===== src/rtl/fault_trend_monitor_if.sv =====
// Bundle between the per-train fault detectors, the monitor and the self-healing controller.
// master = detector/consumer side, slave = fault_trend_monitor.
interface fault_trend_monitor_if #(
    parameter int NUM_CH = 4,
    parameter int CNT_W  = 4
);
    localparam int CH_W = (NUM_CH > 1) ? $clog2(NUM_CH) : 1;

    logic [NUM_CH-1:0]       fault_in;
    logic [NUM_CH-1:0]       clr;
    logic [NUM_CH*CNT_W-1:0] count_out;
    logic [NUM_CH-1:0]       predict_flag;
    logic                    predict_any;
    logic                    evt_valid;
    logic [CH_W-1:0]         evt_ch;
    logic                    evt_ready;

    modport master (
        output fault_in, clr, evt_ready,
        input  count_out, predict_flag, predict_any, evt_valid, evt_ch
    );

    modport slave (
        input  fault_in, clr, evt_ready,
        output count_out, predict_flag, predict_any, evt_valid, evt_ch
    );
endinterface


===== src/rtl/fault_trend_monitor.sv =====
// Per-channel fault edge counter with sticky threshold prediction and a valid/ready event port.
// Optional leaky decay of WATCH channels is compiled in with `define FTM_DECAY_EN.
module fault_trend_monitor #(
    parameter int NUM_CH       = 4,
    parameter int CNT_W        = 4,
    parameter int THRESH       = 3,
    parameter int DECAY_CYCLES = 1024
) (
    input  logic                 clk,
    input  logic                 rst,
    fault_trend_monitor_if.slave bus
);
    localparam int CH_W = (NUM_CH > 1) ? $clog2(NUM_CH) : 1;
    localparam logic [CNT_W-1:0] CNT_MAX  = '1;
    localparam logic [CNT_W-1:0] THRESH_C = CNT_W'(THRESH);

    typedef enum logic [1:0] {IDLE, WATCH, PREDICT} ch_state_e;

    logic [NUM_CH-1:0] prev_q;
    logic [NUM_CH-1:0] rise;
    logic [NUM_CH-1:0] pending;
    logic [NUM_CH-1:0] flag;
    logic [NUM_CH-1:0] pop;
    logic              decay_tick;
    logic              evt_valid_q;
    logic [CH_W-1:0]   evt_ch_q;
    logic [CH_W-1:0]   evt_ch_d;
    logic              predict_any_q;
    logic              load;

    always_ff @(posedge clk or posedge rst) begin
        if (rst) prev_q <= '0;
        else     prev_q <= bus.fault_in;
    end

    assign rise = bus.fault_in & ~prev_q;

`ifdef FTM_DECAY_EN
    localparam int TMR_W = (DECAY_CYCLES > 2) ? $clog2(DECAY_CYCLES) : 1;
    localparam logic [TMR_W-1:0] TMR_LAST = TMR_W'(DECAY_CYCLES - 1);

    logic [TMR_W-1:0] tmr_q;

    always_ff @(posedge clk or posedge rst) begin
        if (rst)                   tmr_q <= '0;
        else if (tmr_q == TMR_LAST) tmr_q <= '0;
        else                       tmr_q <= tmr_q + 1'b1;
    end

    assign decay_tick = (tmr_q == TMR_LAST);
`else
    // No timer: the decay period has no effect, the tick is constant low.
    assign decay_tick = (DECAY_CYCLES < 0);
`endif

    genvar gi;
    generate
        for (gi = 0; gi < NUM_CH; gi++) begin : g_ch
            ch_state_e        state_q;
            logic [CNT_W-1:0] cnt_q;
            logic [CNT_W-1:0] cnt_inc;
            logic             flag_q;
            logic             pend_q;

            assign cnt_inc = (cnt_q == CNT_MAX) ? cnt_q : cnt_q + 1'b1;

            // clr beats an edge in the same cycle; an edge beats a decay tick.
            always_ff @(posedge clk or posedge rst) begin
                if (rst) begin
                    state_q <= IDLE;
                    cnt_q   <= '0;
                    flag_q  <= 1'b0;
                    pend_q  <= 1'b0;
                end else if (bus.clr[gi]) begin
                    state_q <= IDLE;
                    cnt_q   <= '0;
                    flag_q  <= 1'b0;
                    pend_q  <= 1'b0;
                end else begin
                    if (pop[gi]) pend_q <= 1'b0;
                    if (rise[gi]) begin
                        cnt_q <= cnt_inc;
                        if (state_q != PREDICT) begin
                            if (cnt_inc >= THRESH_C) begin
                                state_q <= PREDICT;
                                flag_q  <= 1'b1;
                                pend_q  <= 1'b1;
                            end else begin
                                state_q <= WATCH;
                            end
                        end
                    end else if (decay_tick && state_q == WATCH) begin
                        cnt_q <= cnt_q - 1'b1;
                        if (cnt_q == CNT_W'(1)) state_q <= IDLE;
                    end
                end
            end

            assign bus.count_out[gi*CNT_W +: CNT_W] = cnt_q;
            assign flag[gi]    = flag_q;
            assign pending[gi] = pend_q;
        end
    endgenerate

    always_comb begin
        evt_ch_d = '0;
        for (int i = NUM_CH - 1; i >= 0; i--) begin
            if (pending[i]) evt_ch_d = CH_W'(i);
        end
    end

    // Output stage reloads when empty or when its current event is being taken.
    assign load = ~evt_valid_q | bus.evt_ready;
    assign pop  = load ? (pending & (~pending + 1'b1)) : '0;

    always_ff @(posedge clk or posedge rst) begin
        if (rst) begin
            evt_valid_q   <= 1'b0;
            evt_ch_q      <= '0;
            predict_any_q <= 1'b0;
        end else begin
            predict_any_q <= |flag;
            if (load) begin
                evt_valid_q <= |pending;
                if (|pending) evt_ch_q <= evt_ch_d;
            end
        end
    end

    assign bus.predict_flag = flag;
    assign bus.predict_any  = predict_any_q;
    assign bus.evt_valid    = evt_valid_q;
    assign bus.evt_ch       = evt_ch_q;
endmodule


===== src/flat_wrapper.sv =====
// flat-port wrapper written by rule: the top's interface ports become plain ports
module fault_trend_monitor_flat 
#(
    parameter int NUM_CH       = 4,
    parameter int CNT_W        = 4,
    parameter int THRESH       = 3,
    parameter int DECAY_CYCLES = 1024
)
  (clk, rst, bus_fault_in, bus_clr, bus_evt_ready, bus_count_out, bus_predict_flag, bus_predict_any, bus_evt_valid, bus_evt_ch);
  fault_trend_monitor_if #(.NUM_CH(NUM_CH), .CNT_W(CNT_W)) bus_i ();
  input  logic clk;
  input  logic rst;
  input wire logic [$bits(bus_i.fault_in)-1:0] bus_fault_in;
  input wire logic [$bits(bus_i.clr)-1:0] bus_clr;
  input wire logic [$bits(bus_i.evt_ready)-1:0] bus_evt_ready;
  output wire logic [$bits(bus_i.count_out)-1:0] bus_count_out;
  output wire logic [$bits(bus_i.predict_flag)-1:0] bus_predict_flag;
  output wire logic [$bits(bus_i.predict_any)-1:0] bus_predict_any;
  output wire logic [$bits(bus_i.evt_valid)-1:0] bus_evt_valid;
  output wire logic [$bits(bus_i.evt_ch)-1:0] bus_evt_ch;
  assign bus_i.fault_in = bus_fault_in;
  assign bus_i.clr = bus_clr;
  assign bus_i.evt_ready = bus_evt_ready;
  assign bus_count_out = bus_i.count_out;
  assign bus_predict_flag = bus_i.predict_flag;
  assign bus_predict_any = bus_i.predict_any;
  assign bus_evt_valid = bus_i.evt_valid;
  assign bus_evt_ch = bus_i.evt_ch;
  fault_trend_monitor #(.NUM_CH(NUM_CH), .CNT_W(CNT_W), .THRESH(THRESH), .DECAY_CYCLES(DECAY_CYCLES)) u_core (.clk(clk), .rst(rst), .bus(bus_i));
endmodule

===== config.mk =====
export PLATFORM = sky130hd
export DESIGN_NAME = fault_trend_monitor_flat
export DESIGN_NICKNAME = d
export VERILOG_FILES = /design/src/rtl/fault_trend_monitor_if.sv /design/src/rtl/fault_trend_monitor.sv /design/src/flat_wrapper.sv
export SDC_FILE = /design/constraint.sdc
export NUM_CORES = 1
export LEC_CHECK = 0
export ABC_AREA = 0
export BUFFER_PORTS_ARGS = -buffer_cell sky130_fd_sc_hd__buf_2
export CORE_UTILIZATION = 41
export CTS_CLUSTER_SIZE = 28
export DETAILED_ROUTE_END_ITERATION = 12
export PLACE_DENSITY = 0.72
export RECOVER_POWER = 100
export SLEW_MARGIN = 30
export SYNTH_ARGS = -nofsm -noshare
export SYNTH_HDL_FRONTEND = slang
export SYNTH_SLANG_ARGS = --single-unit

===== constraint.sdc =====
create_clock -name clk -period 2.76 [get_ports clk]
set_input_delay 0.276 -clock clk [delete_from_list [all_inputs] [get_ports clk]]
set_output_delay 0.276 -clock clk [all_outputs]
set_load 0.01 [all_outputs]

After elaboration in Yosys (flattened, before gate mapping). Index checks and enable logic that the tools add are counted. W data, S select, Z words.

Flip-flop bits (word level): 40. Bits in latches: 0. Bits in writable memories: 0. ROM bits: 0. Output and inout bits: 24. Word-level logic and storage cells: 135. Memories kept: 0.

Add/sub/neg operators: 5. Multipliers: 0. Div/mod/pow operators: 0. Magnitude comparators: 4. Eq/ne operators: 8. Shift-type cells: 0. Muxes and demuxes: 69. Bitwise logic cells: 6. Reduce and logical (&&, ||, !) cells: 23.

Operators by type and width (count): $mux W4 (13); $mux W2 (20); $mux W1 (36); $reduce_bool A2 Y1 (12); $add A4 B1 Y4 const B (5); $eq A4 B4 Y1 const B (4); $ge A4 B2 Y1 const B (4); $reduce_and A3 Y1 (4); $reduce_and A2 Y1 (5); $and A4 B4 Y4 (2); $ne A2 B2 Y1 const B (4); $not A4 Y4 (2); $reduce_or A4 Y1 (2); $not A1 Y1 (1); $or A1 B1 Y1 (1).

Longest topological paths before layout. Gate-level depths: netlist of run 1.

Word-level depth: 9. Gate-level depth with buffers: 5. Mapped depth without buffers: 5.

Least setup slack after synthesis of run 1. No wires, ideal clock.

Path type: register to register. From: register u_core.g_ch[2].cnt_q[0]. To: register u_core.g_ch[2].pend_q. Setup time: 0.096 ns. Data arrival time: 1.350 ns. Data required time: 2.664 ns. Path slack: 1.315 ns. Stages on the path, launching flop included: 6. Buffers on the path: 0. Path through: dfrtp_1 ha_1 and2_4 a21oi_4 o31ai_4 o32ai_2.

Cells in the longest elaborated chain, start to end: 7. Elaborated cells between the ends (all ways): 8. Those cells by class: 1 x add/sub; 1 x order compare; 1 x eq/ne; 5 x mux.

RTL lines: from (decl) (line fault_trend_monitor.sv:60) `logic [CNT_W-1:0] cnt_q;`; from (signal assigned) (line fault_trend_monitor.sv:82) `cnt_q <= cnt_inc;`; from (signal assigned) (line fault_trend_monitor.sv:93) `cnt_q <= cnt_q - 1'b1;`; $add A4 B1 Y4 or $eq A4 B4 Y1 (tied branches) (line fault_trend_monitor.sv:65) `assign cnt_inc = (cnt_q == CNT_MAX) ? cnt_q : cnt_q + 1'b1;`; $mux W4 * (line fault_trend_monitor.sv:65); $ge A4 B2 Y1 * (line fault_trend_monitor.sv:84) `if (cnt_inc >= THRESH_C) begin`; $mux W1 * (line fault_trend_monitor.sv:84); $mux W1 * (line fault_trend_monitor.sv:83) `if (state_q != PREDICT) begin`; $mux W1 * (line fault_trend_monitor.sv:81) `if (rise[gi]) begin`; $mux W1 * (line fault_trend_monitor.sv:74) `end else if (bus.clr[gi]) begin`; to (signal assigned) (line fault_trend_monitor.sv:73) `pend_q <= 1'b0;`; to (signal assigned) (line fault_trend_monitor.sv:80) `if (pop[gi]) pend_q <= 1'b0;`; to (signal assigned) (line fault_trend_monitor.sv:87) `pend_q <= 1'b1;`; to (decl) (line fault_trend_monitor.sv:63) `logic pend_q;`.

Every way passes the cells marked *; elsewhere a longest branch is shown, timed or not. A chain may end at the register's enable or synchronous reset.

Final worst setup path of run 1. Same ends and word-level chain as after synthesis.

==> results of run 1 <==
[per-layer routing]
metal  wire length (um)  up-vias  part of all wire, %
met5                  0        -                    0
li1                   -      751                    -
met1               1659      713                   47
met4                 70        0                  2.0
met3                179        7                  5.1
met2               1592       27                   45
[kinds of logic (layout without fill, tap and decap cells)]
group,count (synthesis),in the layout
and+or+nand+nor,82,82
AOI/OAI and AO/OA,45,45
DFF,40,40
buffers and inverters,26,56
adders and majority gates,4,4
xor gates and xnor gates,4,4
muxes,1,1
[sequential cells by signal, summed over array words and instances, names as in the netlist]
name                    flops
u_core.g_ch.state_q         8
u_core.bus.evt_ch           2
u_core.bus.evt_valid        1
u_core.prev_q               4
u_core.g_ch.cnt_q          16
u_core.bus.predict_any      1
u_core.g_ch.pend_q          4
u_core.g_ch.flag_q          4
[metrics by stage]
stage / instances / power, uW / cell area, um2 / util (%)
floorplan: 202 / 780.3 / 1978 / -
global placement: 276 / 832.7 / 2151 / 47.75
detailed placement: 276 / 835.1 / 2151 / 47.75
CTS: 284 / 1244 / 2243 / 49.81
global route: 284 / 1281 / 2183 / 48.47
finish: 284 / 1209 / 2183 / 48.47
[layout make-up]
type / instances / area share (%)
timing repair buffer: 35 / 6.648
multi-input combinational: 136 / 38.05
tap: 52 / 2.980
clock inverter: 2 / 0.4585
inverter: 13 / 2.235
clock buffer: 6 / 3.782
sequential: 40 / 45.85
[worst max-delay path, delay by kind of cell, from the launching register on]
| family | cells | cell delay, ns |
|---|---|---|
| simple gates | 1 | 0.18 |
| compound gates | 3 | 0.65 |
| fa+ha+maj | 1 | 0.28 |
| flops | 1 | 0.46 |
[worst min path at each step]
| stage | slack (ns) | end | start |
|---|---|---|---|
| finish | 0.08 | u_core.g_ch[0].state_q[1] | rst |
| global route | 0.08 | u_core.prev_q[0] | bus_fault_in[0] |
| CTS | 0.08 | u_core.prev_q[2] | bus_fault_in[2] |
| detailed placement | 0.40 | u_core.prev_q[3] | bus_fault_in[3] |
| global placement | 0.40 | u_core.prev_q[2] | bus_fault_in[2] |
| floorplan | 0.31 | u_core.prev_q[0] | bus_fault_in[0] |
[power by group through the flow]
stage / logic (uW) / clock network [uW] / registers [uW]
finish: 151 / 401 / 658
detailed placement: 166 / 0 / 669
floorplan: 103 / 0 / 677
CTS: 168 / 420 / 657
global placement: 165 / 0 / 668
global route: 176 / 440 / 665
[synth_stat cells (all sizes together) (3+ instances only)]
master	count
dfrtp	40
a21oi	25
nor2	19
nand2	18
inv	13
nor3	10
buf	9
nand3	8
nor2b	7
and2	6
o31ai	5
clkbuf	4
ha	4
nand2b	4
nand4	4
a211oi	3
==> key figures, run 1 <==
STA
  • Slew Limit Headroom: 62.14%
  • Final max-slew violation count: 0
  • Final Hold Vio Count: 0
  • RSZ-0062 raised after global routing: no
  • Worst-Margin Slew: 0.5667 ns
  • Final worst path period share: 61.67%
  • Final setup fails: 0
  • Worst-case hold slack: 0.08342 ns
  • Fmax: 0.5875 GHz
  • Worst setup margin: 1.058 ns
  • Final setup TNS: 0 ns
  • Worst Skew: 0.009991 ns
  • Crit path time final: 1.702 ns

CTS
  • Bufs on Longest Clock Path: 2
  • Worst-path clk slew: 0.08 ns
  • Post CTS Setup Buffer Count: 0
  • CTS tree: done
  • Clock Sinks: 40
  • CTS Buf Count: 5
  • CTS HTree Levels: 2
  • PostCTS Resize Cnt: 0
  • Clk Latency, worst-skew pair: 0.30 ns
  • Hold Buf Count CTS: 0
  • Root Driver: clkbuf_8

Layout
  • Area of the multi-input gates: 830.8 um2
  • Most common cell after layout, fill and taps aside: dfrtp_1
  • P&R area growth vs syn: 10.37%
  • Ant diodes: 0
  • Post-layout nets: 246
  • Register Area: 1001 um2
  • Leading cell types in the layout, fill and taps excluded: dfrtp_1, clkbuf_1, a21oi_1, nor2_1, nand2_1
  • Filler cells: 447
  • Ratio of cells with drive above 1 in the final layout: 10.78%

Synth
  • Ys async rst share: 100.0%
  • Synth top area cells: dfrtp_1, a21oi_1, nor2_1, nand2_1, ha_1
  • Largest family of logic cells by synthesized area: simple AND/OR/NAND/NOR gates
  • Part of the Yosys area used for sequential elements: 50.60%
  • Multiplexer area fraction after synthesis: 0.5060%
  • Adder-Cell Fraction of Synth Area: 2.530%
  • Post-synth EDFFs: 0
  • Synth unique cells: 37
  • Top cell type's share of synthesized area: 50.60%
  • Post-Synth XOR/XNOR Area: 1.771%
  • Post-synthesis compound-gate area fraction: 17.46%
  • Largest area contributor in the netlist: dfrtp_1
  • YS warnings: 0
  • Most used DFF post-synth: dfrtp_1
  • Avg Inst Size Synth: 9.793 um2
  • Simple-Gate Fraction of Synth Area: 21.13%
  • Syn nets: 217
  • Synthesized cell area: 1978 um2
  • Yosys reg bits: 40
  • Post-Syn Instances: 202

Hold path
  • HP Class: input pin to async pin

Detailed routing
  • DR WL/cell: 12.33 um
  • Routed WL: 3502 um
  • Via count: 1,498
  • Via-to-Cell Ratio: 5.275
  • DRC: 0
  • Initial drt markers: 70
  • Antenna viol nets, final: 0
  • Initial DRT Pass Iterations: 4

GRT
  • Initial antenna violation count: 0
  • Grt met2 use: 26.46%
  • Overflow left after global routing: 0
  • GRT Util Overall: 16.14%
  • Vias in the first global route: 1,458
  • First-pass GRT wire length: 6368 um
  • Met3 Usage GRT: 5.345%
  • Largest net degree at the start of global routing: 41
  • Met1 Use GR: 19.44%
  • GRT Max-Usage Layer: met2

Critical path
  • CP peak stage delay: 0.46 ns
  • Reg2Reg Depth: 5
  • Crit path to: u_core.g_ch[2].pend_q
  • Worst r2r src: u_core.g_ch[2].cnt_q[0]
  • Crit path from: u_core.g_ch[2].cnt_q[0]
  • Worst R2R Setup Slack: 1.06 ns
  • CP Cell Sequence: ha_1, and2_4, a21oi_4, o31ai_1, o32ai_2
  • Critical Path Start Type: flip-flop
  • Critical-path maximum fanout: 6
  • Arrival time at the worst endpoint: 1.87 ns
  • Cell at the slowest stage of the critical path: dfrtp_1
  • FF-to-FF End: u_core.g_ch[2].pend_q
  • Worst Setup End Kind: flip-flop
  • Critical path class: flip-flop to flip-flop
  • CP required: 2.93 ns

Placed design
  • Port Buffers: 34
  • HPWL after DPL: 2434 um
  • GP Congestion: 0.7898
  • Dpl ws: 1.242 ns

Power and ir drop
  • Maximum vdd ir drop: 0.0001995 V
  • Internal: 886.7 uW
  • Clock Power Share: 33.2%
  • Reg power frac: 54.4%
  • P_leak: 0.0009636 uW
  • Net Sw Frac: 26.69%
  • Pwr dens: 554.0 nW/um2
  • Sw Pwr: 322.8 uW
  • Logic pwr share: 12.5%

Floorplanning
  • Initial Util: 43.92%
  • Die width: 71.46 um
  • Die Height: 71.46 um
  • Total core area: 4504 um2
  • Io pins: 35
  • Row count: 24
  • Area of the die: 5107 um2

Run
  • Max_cap viols: 0

Status
  • Outcome: completed
No activity file was read; power rests on OpenSTA's default activity.
==> run 2, diff against run 1 <==
==> constraint.sdc (replaced) <==
create_clock -name clk -period 1.7 [get_ports clk]
set_input_delay 0.17 -clock clk [delete_from_list [all_inputs] [get_ports clk]]
set_output_delay 0.17 -clock clk [all_outputs]
set_load 0.01 [all_outputs]
==> run 2 against run 1 <==
Total power grew 64%. Sequential cell count is the same. Sequential power grew 63%. Critical endpoint unchanged.
==> key figures, run 2 (synthesis gave the netlist of run 1 again) <==
Hold path
  • Hold Path End: u_core.g_ch[0].pend_q
  • Worst Min Path Start: bus_clr[0]
  • Hold depth: 2
  • HP Class: input pin to flip-flop

Detailed routing
  • Antenna viol nets, final: 0
  • Initial drt markers: 75
  • DR WL/cell: 12.76 um
  • Via-to-Cell Ratio: 5.261
  • Via count: 1,531
  • Initial DRT Pass Iterations: 4
  • DRC: 0
  • Routed WL: 3712 um

Floorplanning
  • Total core area: 4504 um2
  • Area of the die: 5107 um2
  • Die width: 71.46 um
  • Io pins: 35
  • Row count: 24
  • Die Height: 71.46 um
  • Initial Util: 43.92%

STA
  • Final max-slew violation count: 0
  • Crit path time final: 1.565 ns
  • Final Hold Vio Count: 0
  • Fmax: 0.6390 GHz
  • RSZ-0062 raised after global routing: no
  • Final setup fails: 0
  • Final setup TNS: 0 ns
  • Worst-Margin Slew: 0.9752 ns
  • Slew Limit Headroom: 34.99%
  • Final worst path period share: 92.05%
  • Worst Skew: 0.004822 ns

Critical path
  • Worst R2R Setup Slack: 0.14 ns
  • Cell at the slowest stage of the critical path: dfrtp_1
  • CP required: 1.90 ns
  • Crit-path leading delay family: compound AO/OA/AOI/OAI gates
  • Count of buffer and inverter cells on the critical path: 0
  • Worst r2r src: u_core.g_ch[2].cnt_q[0]
  • Critical path class: flip-flop to flip-flop
  • CP Cell Sequence: ha_1, and2_4, a21oi_2, o31ai_4, o32ai_2
  • Critical Path Start Type: flip-flop
  • CP peak stage delay: 0.45 ns
  • Worst Setup End Kind: flip-flop
  • FF-to-FF End: u_core.g_ch[2].pend_q
  • Critical-path maximum fanout: 6
  • Reg2Reg Depth: 5
  • Arrival time at the worst endpoint: 1.77 ns

Power and ir drop
  • P_leak: 0.0009749 uW
  • Maximum vdd ir drop: 0.0003981 V
  • Pwr dens: 886.2 nW/um2

CTS
  • Root Driver: clkbuf_8
  • CTS Buf Count: 5
  • Clock Sinks: 40
  • CTS HTree Levels: 2
  • PostCTS Resize Cnt: 0
  • Hold Buf Count CTS: 4
  • Bufs on Longest Clock Path: 2
  • Clk Latency, worst-skew pair: 0.29 ns
  • Post CTS Setup Buffer Count: 0
  • CTS tree: done
  • Worst-path clk slew: 0.08 ns

Layout
  • P&R area growth vs syn: 13.47%
  • Ratio of cells with drive above 1 in the final layout: 11.30%
  • Fin util: 49.83%
  • Max reg flops: 16
  • Leading cell types in the layout, fill and taps excluded: dfrtp_1, clkbuf_1, a21oi_1, nor2_1, nand2_1
  • Biggest regs: u_core.g_ch.cnt_q x16, u_core.g_ch.state_q x8
  • Ant diodes: 0
  • Post-layout nets: 253
  • Most common cell after layout, fill and taps aside: dfrtp_1
  • Largest reg by FF count: u_core.g_ch.cnt_q

Placed design
  • HPWL after DPL: 2507 um
  • GP Congestion: 0.7857
  • Port Buffers: 34

GRT
  • Overflow left after global routing: 0
  • Initial antenna violation count: 0
  • Vias in the first global route: 1,522
  • First-pass GRT wire length: 6548 um
  • GRT Util Overall: 16.65%
  • Largest net degree at the start of global routing: 41

Run
  • Max_cap viols: 0

Status
  • Outcome: completed
run 2: changes by cell type in the layout (fill, tap and decap cells not counted), sizes merged:
cell and delta:
buf -1, clkbuf +4, dlygate4sd3 +4
run 2: metrics by stage:
step / instances / hold slack, ns / worst slack, ns / area, um2 / total power, uW
after floorplan: 202 / 0.2014 / 0.2546 / 1978 / 1267
after global placement: 279 / 0.2909 / 0.2260 / 2173 / 1359
after detailed placement: 279 / 0.2941 / 0.1864 / 2173 / 1363
after CTS: 291 / 0.001545 / 0.1674 / 2306 / 2038
after global routing: 291 / 0.1275 / 0.02891 / 2245 / 2107
final: 291 / 0.1227 / 0.1352 / 2245 / 1989
run 2: layout make-up:
| cell class | count | area, um2 |
|---|---|---|
| Tap cell | 52 | 65.06 |
| Timing Repair Buffer | 42 | 193.9 |
| Clock buffer | 6 | 82.58 |
| Fill cell | 439 | 2260 |
| Inverter | 13 | 48.80 |
| Multi-Input combinational cell | 136 | 843.3 |
| Sequential cell | 40 | 1001 |
| Clock inverter | 2 | 10.01 |
run 2: routing by layer:
metal	GRT usage (%)	part of all wire (%)	vias to the layer above
li1	-	-	769
met1	19.53	47	726
met2	28.36	47	29
met3	4.079	3.9	7
met4	8.715	2.1	0
met5	0	0	-
run 2: where the power goes:
part	switching [uW]	internal (uW)
sequential	52.3	1020
combinational	154	107
clock	334	324
run 2: worst max path at each step:
stage | cells after the start | end | slack [ns] | from
after detailed placement | 5 | u_core.g_ch[1].pend_q | 0.19 | u_core.g_ch[1].cnt_q[0]
after floorplan | 5 | u_core.g_ch[2].pend_q | 0.25 | u_core.g_ch[2].cnt_q[0]
after global placement | 5 | u_core.g_ch[2].pend_q | 0.23 | u_core.g_ch[2].cnt_q[0]
final | 5 | u_core.g_ch[2].pend_q | 0.14 | u_core.g_ch[2].cnt_q[0]
after CTS | 5 | u_core.g_ch[1].pend_q | 0.17 | u_core.g_ch[1].cnt_q[0]
after global routing | 5 | u_core.g_ch[1].pend_q | 0.03 | u_core.g_ch[1].cnt_q[0]
==> run 3, diff against run 2 <==
--- a/config.mk
+++ b/config.mk
@@ -10,7 +10,6 @@
 export CORE_UTILIZATION = 41
 export CTS_CLUSTER_SIZE = 28
 export DETAILED_ROUTE_END_ITERATION = 12
-export PLACE_DENSITY = 0.72
 export RECOVER_POWER = 100
 export SLEW_MARGIN = 30
 export SYNTH_ARGS = -nofsm -noshare
==> run 3 against run 2 <==
Final cell count unchanged. Clock-buffer cell count unchanged. Global-route usage decreased by 1.2 points. Total power shrank 3.8%. Routed wire length down 6.2%. Setup slack better by 0.049 ns.
==> key figures, run 3 (synthesis gave the netlist of run 1 again) <==
Power and ir drop
  • Maximum vdd ir drop: 0.0004599 V
  • P_leak: 0.0009689 uW
  • Reg power frac: 55.6%
  • Clock Power Share: 30.7%
  • Internal: 1404 uW
  • Pwr dens: 854.2 nW/um2
  • Net Sw Frac: 26.63%
  • Sw Pwr: 509.8 uW
  • Logic pwr share: 13.7%

CTS
  • CTS HTree Levels: 2
  • CTS Buf Count: 5
  • Clk Latency, worst-skew pair: 0.29 ns
  • Post CTS Setup Buffer Count: 0
  • Clock Sinks: 40
  • Worst-path clk slew: 0.07 ns
  • Bufs on Longest Clock Path: 2
  • PostCTS Resize Cnt: 0
  • Root Driver: clkbuf_8
  • CTS tree: done

Layout
  • Most common cell after layout, fill and taps aside: dfrtp_1
  • Post-layout nets: 254
  • Ant diodes: 0
  • P&R area growth vs syn: 13.28%
  • Biggest regs: u_core.g_ch.cnt_q x16, u_core.g_ch.state_q x8
  • Max reg flops: 16
  • Leading cell types in the layout, fill and taps excluded: dfrtp_1, clkbuf_1, a21oi_1, nor2_1, nand2_1
  • Largest reg by FF count: u_core.g_ch.cnt_q
  • Ratio of cells with drive above 1 in the final layout: 10.46%

Critical path
  • CP Cell Sequence: ha_1, and2_4, a21oi_4, o31ai_4, o32ai_2
  • Critical Path Start Type: flip-flop
  • Arrival time at the worst endpoint: 1.71 ns
  • Crit-path leading delay family: compound AO/OA/AOI/OAI gates
  • Worst Setup End Kind: flip-flop
  • Cell at the slowest stage of the critical path: dfrtp_1
  • Critical-path maximum fanout: 6
  • Critical path class: flip-flop to flip-flop
  • CP peak stage delay: 0.44 ns
  • CP required: 1.89 ns
  • Count of buffer and inverter cells on the critical path: 0

Detailed routing
  • Initial drt markers: 57
  • DR WL/cell: 11.96 um
  • Via count: 1,481
  • Initial DRT Pass Iterations: 4
  • Via-to-Cell Ratio: 5.089
  • Routed WL: 3481 um
  • DRC: 0
  • Antenna viol nets, final: 0

Floorplanning
  • Total core area: 4504 um2
  • Area of the die: 5107 um2
  • Io pins: 35
  • Die width: 71.46 um
  • Die Height: 71.46 um
  • Row count: 24
  • Initial Util: 43.92%

STA
  • Worst setup margin: 0.1837 ns
  • Crit path time final: 1.516 ns
  • Final max-slew violation count: 0
  • RSZ-0062 raised after global routing: no
  • Final worst path period share: 89.19%
  • Worst Skew: 0.006688 ns
  • Fmax: 0.6595 GHz
  • Worst-Margin Slew: 0.9857 ns
  • Final setup TNS: 0 ns
  • Final Hold Vio Count: 0
  • Final setup fails: 0
  • Slew Limit Headroom: 34.28%

GRT
  • Grt met2 use: 23.81%
  • Met1 Use GR: 20.18%
  • Met3 Usage GRT: 4.923%
  • Overflow left after global routing: 0
  • Largest net degree at the start of global routing: 41
  • First-pass GRT wire length: 6127 um
  • GRT Max-Usage Layer: met2
  • Vias in the first global route: 1,402
  • GRT Util Overall: 15.45%
  • Initial antenna violation count: 0

Placed design
  • HPWL after DPL: 2444 um
  • GP Congestion: 0.7083
  • Dpl ws: 0.2228 ns
  • Port Buffers: 34

Status
  • Outcome: completed

Run
  • Max_cap viols: 0

Hold path
  • HP Class: input pin to flip-flop
==> run 3: changes by cell type in the layout (fill, tap and decap cells not counted), sizes merged <==
cell    previous run  this run
clkinv             2         1
clkbuf            36        37
==> run 3: timing repair <==
item / in CTS / in global routing
hold endpoints to repair: 4 / 0
setup endpoints to repair: 0 / 0
hold buffers: 4 / 0
==> run 3: final cells by class <==
type / instances / area, um2
Fill cell: 439 / 2263
Sequential cell: 40 / 1001
Clock inverter: 1 / 5.005
Timing Repair Buffer: 43 / 197.7
Multi-Input combinational cell: 136 / 850.8
Tap cell: 52 / 65.06
Clock buffer: 6 / 72.57
Inverter: 13 / 48.80
==> run 3: routing by layer <==
metal	vias up	routed length (um)	part of all wire (%)
li1	769	-	-
met1	677	1783	51
met2	28	1478	42
met3	7	157	4.5
met4	0	62	1.8
met5	-	0	0
==> run 3: metrics by stage <==
step	hold slack [ns]	area [um2]	utilization [%]	power, uW	instances
after global routing	0.1412	2241	49.75	2032	291
after detailed placement	0.2919	2181	48.42	1364	280
after floorplan	0.2014	1978	-	1267	202
final	0.1292	2241	49.75	1914	291
after global placement	0.2900	2181	48.42	1360	280
after CTS	0.005038	2298	51.03	1972	291
==> run 3: path summary, 6_finish.rpt <==
| path | startpoint | end | slack [ns] | depth (start not counted) |
|---|---|---|---|---|
| min in group asynchronous | rst | u_core.g_ch[0].state_q[1] | 0.18 | 3 |
| hold reg to reg | u_core.bus.evt_ch[0] | u_core.bus.evt_ch[0] | 0.49 | 1 |
| setup / recovery | u_core.g_ch[2].cnt_q[0] | u_core.g_ch[2].pend_q | 0.18 | 5 |
| setup reg to reg | u_core.g_ch[2].cnt_q[0] | u_core.g_ch[2].pend_q | 0.18 | 5 |
| max in group asynchronous | rst | u_core.g_ch[1].state_q[1] | 0.92 | 3 |
| hold / removal | bus_clr[3] | u_core.g_ch[3].pend_q | 0.13 | 2 |
==> run 3: power by group through the flow <==
stage                     clock [uW]  sequential, uW  combinational (uW)
final                            587            1060                 262
after global routing             656            1080                 300
after global placement             0            1080                 277
after CTS                        620            1060                 288
after detailed placement           0            1080                 281
after floorplan                    0            1100                 168
==> run 3: worst reg2reg max path: cells and delay by family (launching register included) <==
family	cells	cell delay, ns
fa+ha+maj	1	0.29
compound gates	3	0.52
simple gates	1	0.19
flops	1	0.44
